## src/rtl/div_sequencer.sv

```systemverilog
// Multi-cycle radix-2 restoring divider for DIV/DIVU in the EX stage.
// Produces {remainder, quotient} for the HI/LO write path under a start/ready handshake.
module div_sequencer #(
    parameter int WIDTH = 32
) (
    input  logic               clk,
    input  logic               rst,
    input  logic               start,
    input  logic               signed_div,
    input  logic [WIDTH-1:0]   opdata1,
    input  logic [WIDTH-1:0]   opdata2,
    input  logic               annul,
    output logic [2*WIDTH-1:0] result,
    output logic               ready,
    output logic               busy
);

    localparam int CW = (WIDTH > 1) ? $clog2(WIDTH) : 1;
    localparam logic [CW-1:0] LAST_ITER = CW'(WIDTH - 1);

    typedef enum logic [1:0] {
        S_IDLE  = 2'd0,
        S_BUSY  = 2'd1,
        S_DZERO = 2'd2,
        S_DONE  = 2'd3
    } state_t;

    state_t             state_q, state_d;
    logic [CW-1:0]      cnt_q, cnt_d;
    logic [WIDTH-1:0]   quot_q, quot_d;
    logic [WIDTH-1:0]   rem_q, rem_d;
    logic [WIDTH-1:0]   divisor_q, divisor_d;
    logic               qneg_q, qneg_d;
    logic               rneg_q, rneg_d;
    logic [2*WIDTH-1:0] result_q, result_d;
    logic               ready_q, ready_d;
    logic               busy_q, busy_d;

    logic               sign1, sign2;
    logic [WIDTH-1:0]   abs1, abs2;
    logic [WIDTH:0]     trial, diff;
    logic               take;
    logic [WIDTH-1:0]   rem_next, quot_next;
    logic [WIDTH-1:0]   rem_fix, quot_fix;

    // Magnitudes of the incoming operands (only negated for a signed divide).
    assign sign1 = signed_div & opdata1[WIDTH-1];
    assign sign2 = signed_div & opdata2[WIDTH-1];
    assign abs1  = sign1 ? -opdata1 : opdata1;
    assign abs2  = sign2 ? -opdata2 : opdata2;

    // The trial remainder keeps one extra bit so divisors with the MSB set divide correctly.
    assign trial     = {rem_q, quot_q[WIDTH-1]};
    assign diff      = trial - {1'b0, divisor_q};
    assign take      = ~diff[WIDTH];
    assign rem_next  = take ? diff[WIDTH-1:0] : trial[WIDTH-1:0];
    assign quot_next = {quot_q[WIDTH-2:0], take};
    assign rem_fix   = rneg_q ? -rem_next : rem_next;
    assign quot_fix  = qneg_q ? -quot_next : quot_next;

    always_ff @(posedge clk or posedge rst) begin
        if (rst) begin
            state_q   <= S_IDLE;
            cnt_q     <= '0;
            quot_q    <= '0;
            rem_q     <= '0;
            divisor_q <= '0;
            qneg_q    <= 1'b0;
            rneg_q    <= 1'b0;
            result_q  <= '0;
            ready_q   <= 1'b0;
            busy_q    <= 1'b0;
        end else begin
            state_q   <= state_d;
            cnt_q     <= cnt_d;
            quot_q    <= quot_d;
            rem_q     <= rem_d;
            divisor_q <= divisor_d;
            qneg_q    <= qneg_d;
            rneg_q    <= rneg_d;
            result_q  <= result_d;
            ready_q   <= ready_d;
            busy_q    <= busy_d;
        end
    end

    always_comb begin
        state_d   = state_q;
        cnt_d     = cnt_q;
        quot_d    = quot_q;
        rem_d     = rem_q;
        divisor_d = divisor_q;
        qneg_d    = qneg_q;
        rneg_d    = rneg_q;
        result_d  = result_q;

        case (state_q)
            S_IDLE: begin
                if (!annul && start) begin
                    if (opdata2 == '0) begin
                        state_d = S_DZERO;
                        quot_d  = opdata1;
                    end else begin
                        state_d   = S_BUSY;
                        quot_d    = abs1;
                        divisor_d = abs2;
                        qneg_d    = sign1 ^ sign2;
                        rneg_d    = sign1;
                        rem_d     = '0;
                        cnt_d     = '0;
                    end
                end
            end
            S_BUSY: begin
                rem_d  = rem_next;
                quot_d = quot_next;
                cnt_d  = cnt_q + 1'b1;
                if (cnt_q == LAST_ITER) begin
                    state_d  = S_DONE;
                    result_d = {rem_fix, quot_fix};
                end
            end
            S_DZERO: begin
                state_d  = S_DONE;
                result_d = {quot_q, {WIDTH{1'b1}}};
            end
            S_DONE: begin
                // Holding start keeps us here so one request never launches two divides.
                if (!start) begin
                    state_d = S_IDLE;
                end
            end
            default: state_d = S_IDLE;
        endcase

        if (annul) begin
            state_d  = S_IDLE;
            result_d = result_q;
        end

        ready_d = (state_d == S_DONE);
        busy_d  = (state_d == S_BUSY) || (state_d == S_DZERO);
    end

    assign result = result_q;
    assign ready  = ready_q;
    assign busy   = busy_q;

endmodule

```

## config.mk

```make
export PLATFORM = sky130hd
export DESIGN_NAME = div_sequencer
export DESIGN_NICKNAME = d
export VERILOG_FILES = /design/src/rtl/div_sequencer.sv
export SDC_FILE = /design/constraint.sdc
export NUM_CORES = 1
export LEC_CHECK = 0
export ABC_AREA = 1
export CAP_MARGIN = 20
export CELL_PAD_IN_SITES_DETAIL_PLACEMENT = 0
export CELL_PAD_IN_SITES_GLOBAL_PLACEMENT = 1
export CORE_MARGIN = 2
export CORE_UTILIZATION = 25
export CTS_BUF_LIST = sky130_fd_sc_hd__clkbuf_4 sky130_fd_sc_hd__clkbuf_8
export CTS_CLUSTER_DIAMETER = 30
export DETAILED_ROUTE_END_ITERATION = 8
export PLACE_DENSITY = 0.53
export SLEW_MARGIN = 25
export SYNTH_ARGS = -nofsm -noshare
export SYNTH_HDL_FRONTEND = slang
export SYNTH_SLANG_ARGS = --single-unit
```

## constraint.sdc

```tcl
create_clock -name clk -period 6.8 [get_ports clk]
set_input_delay 1.36 -clock clk [delete_from_list [all_inputs] [get_ports clk]]
set_output_delay 1.36 -clock clk [all_outputs]
set_load 0.05 [all_outputs]
```

; Word level (Yosys, flattened, before mapping)
; Cells that the tools add are included.
[totals]
ff_bits = 171
input_bits = 69
output_inout_bits = 66
elab_cells = 65
[classes]
n_addsub = 6
eq_ne = 10
n_mux = 22
bitwise = 6
n_reduce_logical = 11
[ops]
columns = op, count
row1 = $mux W32, 9
row2 = $neg A32 Y32, 4
row3 = $pmux W32 S2, 2
row4 = $pmux W64 S2, 1
row5 = $mux W64, 1
row6 = $sub A33 B32 Y33, 1
row7 = $logic_not A32 Y1, 1
row8 = $mux W2, 5
row9 = $mux W5, 2
row10 = $pmux W5 S2, 1
row11 = $reduce_and A3 Y1, 3
row12 = $eq A2 B2 Y1 const B, 4
row13 = $pmux W2 S4, 1
row14 = $ne A2 B2 Y1 const B, 3
row15 = $add A5 B1 Y5 const B, 1
row16 = $eq A5 B5 Y1 const B, 1
row17 = $eq A2 B1 Y1 const B, 2
row18 = $reduce_bool A2 Y1, 2
row19 = $not A1 Y1, 3
row20 = $and A1 B1 Y1, 2
row21 = $logic_not A2 Y1, 1
row22 = $reduce_and A2 Y1, 1
row23 = $logic_and A1 B1 Y1, 1
row24 = $logic_not A1 Y1, 1
row25 = other kinds (2), 2

; Logic depth before layout (Yosys ltp)
[logic_depth]
ltp_word = 7
depth_mapped = 28
mapped_depth_nobuf = 27

; Least setup slack after synthesis
; Ideal clock, no wire load.
[synth_timing]
path_type = reg2reg
startpoint = reg quot_q[31]
endpoint = reg result_q[30] (netlist: result[30])
setup_time_ps = 120
arrival_ps = 3623
required_time_ps = 6680
path_slack_ps = 3058
path_stages_with_launch = 29
n_path_buf = 1
period_less_slack_ps = 3742
path_cell_list = dfrtp_1 > inv_1 > ha_1 > fa_1 > inv_1 > nand2_1 > nand2_1 > nand3_1 > nand2_2 > nand2_2 > nand2_4 > nand2_4 > nand2_4 > nand2_4 > nand2_8 > buf_4 > ha_1 > nand4_1 > nor3_2 > nand4_1 > nor2_1 > nand2_1 > nor3_1 > nand2_1 > o21ai_1 > o21ai_0 > xor2_1 > o22ai_1 > inv_1
[synth_between]
elab_chain_cells = 6
[synth_lines]
columns = item, line_no
row1 = "start, declared", 30  ; logic [WIDTH-1:0] quot_q, quot_d;
row2 = "start signal, assigned", 76  ; quot_q <= quot_d;
row3 = $sub A33 B32 Y33, 54  ; assign diff = trial - {1'b0, divisor_q};
row4 = $not A1 Y1, 55  ; assign take = ~diff[WIDTH];
row5 = $neg A32 Y32, 59  ; assign quot_fix = qneg_q ? -quot_next : quot_next;
row6 = $mux W32, 59
row7 = $mux W64, 118  ; if (cnt_q == LAST_ITER) begin
row8 = $pmux W64 S2, 97  ; case (state_q)
row9 = "end signal, assigned", 81  ; result_q <= result_d;
row10 = "end, declared", 35  ; logic [2*WIDTH-1:0] result_q, result_d;
; No other way between the ends. The select of a mux whose other input is x is not followed.
; A chain may end at the register's enable or synchronous reset.

; Worst setup path in the final report
; Same ends and word-level chain as after synthesis.

==> results.sh <==
export IMPL_hp_class="flip-flop to flip-flop"
export IMPL_grt_max_degree=102
export IMPL_dr_wl_met2_um=25900
export IMPL_final_cell_area_um2=16840
export IMPL_cts_buffer_depth=2
export IMPL_rrSetupSlack_ns=2.12
export IMPL_leakagePower_nw=8.768
export IMPL_fin_crit_sh_pct=68.78
export IMPL_clkTransAtPathRegs_ns=0.09
export IMPL_chipWidth_um=243.8
export IMPL_synth_area_leaders="dfrtp_1, nand2_1, inv_1, o21ai_0, nor2_1"
export IMPL_synth_xor_area_share_pct=4.689
export IMPL_critPathRequiredTime_ns=7.26
export IMPL_initial_utilization_pct=25.41
export IMPL_placed_area_um2=16430
export IMPL_vias=14730
export IMPL_synthAdderAreaFrac_pct=3.967
export IMPL_antenna_left=0
export IMPL_p_int_mw=2.767
export IMPL_dr_pass1_iters=5
export IMPL_core_area_um2=56600
export IMPL_yosysTopAreaCellShare_pct=29.75
export IMPL_synthArstFlopShare_pct=100.0
export IMPL_nets=2519
export IMPL_die_y_um=243.8
export IMPL_ys_ff_latch=171
export IMPL_drive_above_1_share_pct=4.921
export IMPL_grt_pass1_wl_um=89570
export IMPL_synth_compound_area_share_pct=13.04
export IMPL_io_pins=135
export IMPL_fmax_mhz=213.8
export IMPL_drc=0
export IMPL_clockPowerShare_pct=13.3
export IMPL_multiInputGateArea_um2=8466
export IMPL_globalplace_congestion=0.8974
export IMPL_synth_simple_area_share_pct=37.12
export IMPL_wirelength_um=57900
export IMPL_ys_seq_area_share_pct=29.75
export IMPL_ys_flop_type="dfrtp_1"
export IMPL_drt_initial_drc_count=969
export IMPL_clock_tree_root_cell="clkbuf_8"
export IMPL_avgSynthCellArea_um2=6.210
export IMPL_finalSetupViolations=0
export IMPL_worstSkewPairLatency_ns=0.59
export IMPL_maxSlewHeadroom_pct=37.11
export IMPL_swShare_pct=54.23
export IMPL_drt_wirelength_per_cell_um=18.24
export IMPL_synth_cells=2316
export IMPL_cts_sinks=171
export IMPL_timing_setup_tns_ns=0
export IMPL_synth_edf_count=0
export IMPL_path_depth=27
export IMPL_combPwrFrac_pct=59.3
export IMPL_die_area_um2=59460
export IMPL_critPathTopFamily="simple AND/OR/NAND/NOR gates"
export IMPL_end_kind="flip-flop"
export IMPL_yosys_warnings=0
export IMPL_cap_viol_max_count=0
export IMPL_cts_buffers=17
export IMPL_grt_pass1_vias=14340
export IMPL_post_cts_buffers=0
export IMPL_synth_top_family_by_area="simple AND/OR/NAND/NOR gates"
export IMPL_place_ws_ns=1.858
export IMPL_cts_resized=0
export IMPL_path_buf_inv=3
export IMPL_fin_crit_ns=4.677
export IMPL_seq_power_share_pct=27.4
export IMPL_power_density_nw_per_um2=359.0
export IMPL_highest_layer="met4"
export IMPL_port_buffers=134
export IMPL_start_kind="flip-flop"
export IMPL_slew_viol_final=0
export IMPL_cts_tree="built"
export IMPL_postCtsHoldBufs=0
export IMPL_hold_viol=0
export IMPL_ir_drop_v=0.0001839
export IMPL_crit_slowest_cell="fa_1"
export IMPL_arrival_ns=5.14
export IMPL_wl_met3_um=2238
export IMPL_grt_usage_pct=19.97
export IMPL_synth_fp_nets=2430
export IMPL_rsz0062_at_grt="no"
export IMPL_tightestPinTransition_ns=0.9376
export IMPL_htree_levels=4
export IMPL_status="finished clean"
export IMPL_nFillCells=6486
export IMPL_vias_per_cell=4.639
export IMPL_placementRows=87
export IMPL_dp_hpwl_um=46080
export IMPL_area_growth_pct=17.10
export IMPL_synth_top_area_cell="dfrtp_1"
export IMPL_wl_met1_um=29140
export IMPL_p_sw_mw=3.278
export IMPL_grt_ovfl_total=0
export IMPL_worst_r2r_path_depth=27
export IMPL_critPathMaxFanout=45
export IMPL_seq_area_um2=4279
export IMPL_synthMuxAreaShare_pct=0
export IMPL_crit_type="flip-flop to flip-flop"
export IMPL_slowest_delay_ns=0.40
export IMPL_final_setup_worst_slack_ns=2.123
export IMPL_fin_worst_skew_ns=0.03002
export IMPL_synthesis_area_um2=14380
export IMPL_antenna_found_initial=1
export IMPL_yosysUniqueCellTypes=50
export IMPL_whs_path_depth=2
[path summary, 6_finish.rpt]
kind | endpoint | startpoint
max reg2reg | result[30] | quot_q[31]
max | result[30] | quot_q[31]
min reg2reg | result[42] | result[42]
min | result[42] | result[42]
max in group asynchronous | divisor_q[22] | rst
min in group asynchronous | result[50] | rst
[cell usage after synthesis, drive strengths merged, types with 8 or more instances]
library cell / count
nand3b: 8
nor3: 21
ha: 44
inv: 340
o211ai: 12
nand3: 158
o22ai: 40
buf: 23
o21ai: 174
dfrtp: 171
nor2: 218
a21oi: 94
xor2: 70
clkbuf: 54
nand4: 29
nor4: 10
nand2: 807
a31oi: 14
[logic make-up (layout without fill, tap and decap cells)]
group / after synthesis / after routing
XOR/XNOR: 77 / 77
AO/OA/AOI/OAI: 345 / 345
adder cells (fa/ha/maj): 45 / 45
buffers and inverters: 419 / 521
flip-flops: 171 / 171
other: 0 / 1
AND/OR/NAND/NOR: 1259 / 1259
[through the flow]
| stage | instances | hold slack (ns) | power [mW] | util (%) |
|---|---|---|---|---|
| after floorplan | 2316 | 0.4530 | 3.968 | - |
| after detailed placement | 3142 | 0.4645 | 5.276 | 29.03 |
| after global placement | 3142 | 0.4658 | 5.275 | 29.02 |
| final | 3175 | 0.4858 | 6.045 | 29.75 |
| after global routing | 3175 | 0.5108 | 6.558 | 29.75 |
| after CTS | 3174 | 0.4922 | 6.108 | 29.75 |
[per-layer routing]
metal  up-vias  GRT usage [%]
met3        30          2.985
met1      6888          29.04
met2       289          31.13
li1       7521              -
met5         -              0
met4         0          4.125
[placed cells by master, fill, tap and decap left out, types with 4 or more instances in the layout]
master	synthesis	layout
a31oi_1	14	14
nor3_1	18	17
nand4_1	29	29
nand3b_1	8	8
buf_4	5	12
clkdlybuf4s50_1	0	134
o21ai_1	11	11
nand3_1	154	154
xnor2_1	7	7
nor2_2	10	10
nor4_1	9	9
inv_6	0	6
clkinv_1	2	4
or2_2	4	4
nor3_2	3	4
o21ai_0	163	163
a21oi_1	91	91
nor2_1	208	208
nand2_2	30	31
o22ai_1	40	40
nand2_1	769	768
dfrtp_1	171	171
xor2_1	70	70
o211ai_1	12	12
nand2_4	6	6
clkbuf_8	0	18
inv_2	6	7
ha_1	44	44
inv_1	334	330
[power groups by stage]
stage                     sequential [mW]  clock (mW)  combinational, mW
after floorplan                      2.12           0               1.85
after global placement               1.68           0               3.60
after detailed placement             1.68           0               3.60
after CTS                            1.66       0.839               3.61
after global routing                 1.70       0.879               3.98
final                                1.65       0.805               3.59
[flip-flops by register name, indices dropped and copies added (netlist names)]
| signal | flops |
|---|---|
| busy | 1 |
| cnt_q | 5 |
| divisor_q | 32 |
| qneg_q | 1 |
| quot_q | 32 |
| ready | 1 |
| rem_q | 32 |
| result | 64 |
| rneg_q | 1 |
| state_q | 2 |
[cell type report]
type                       instances  area share (%)
clock buffer                      19           1.516
antenna                            1         0.01486
clock inverter                    13          0.9064
timing repair buffer             147           8.618
multi-input combinational       1726           50.27
sequential                       171           25.41
tap                              756           5.617
inverter                         342           7.652
[tightest hold or removal path, stage by stage (launching register included)]
cell     delay (ns)
dfrtp_1        0.35
nand2_1        0.05
nand2_1        0.05
Power figures use the tool's default switching activity.
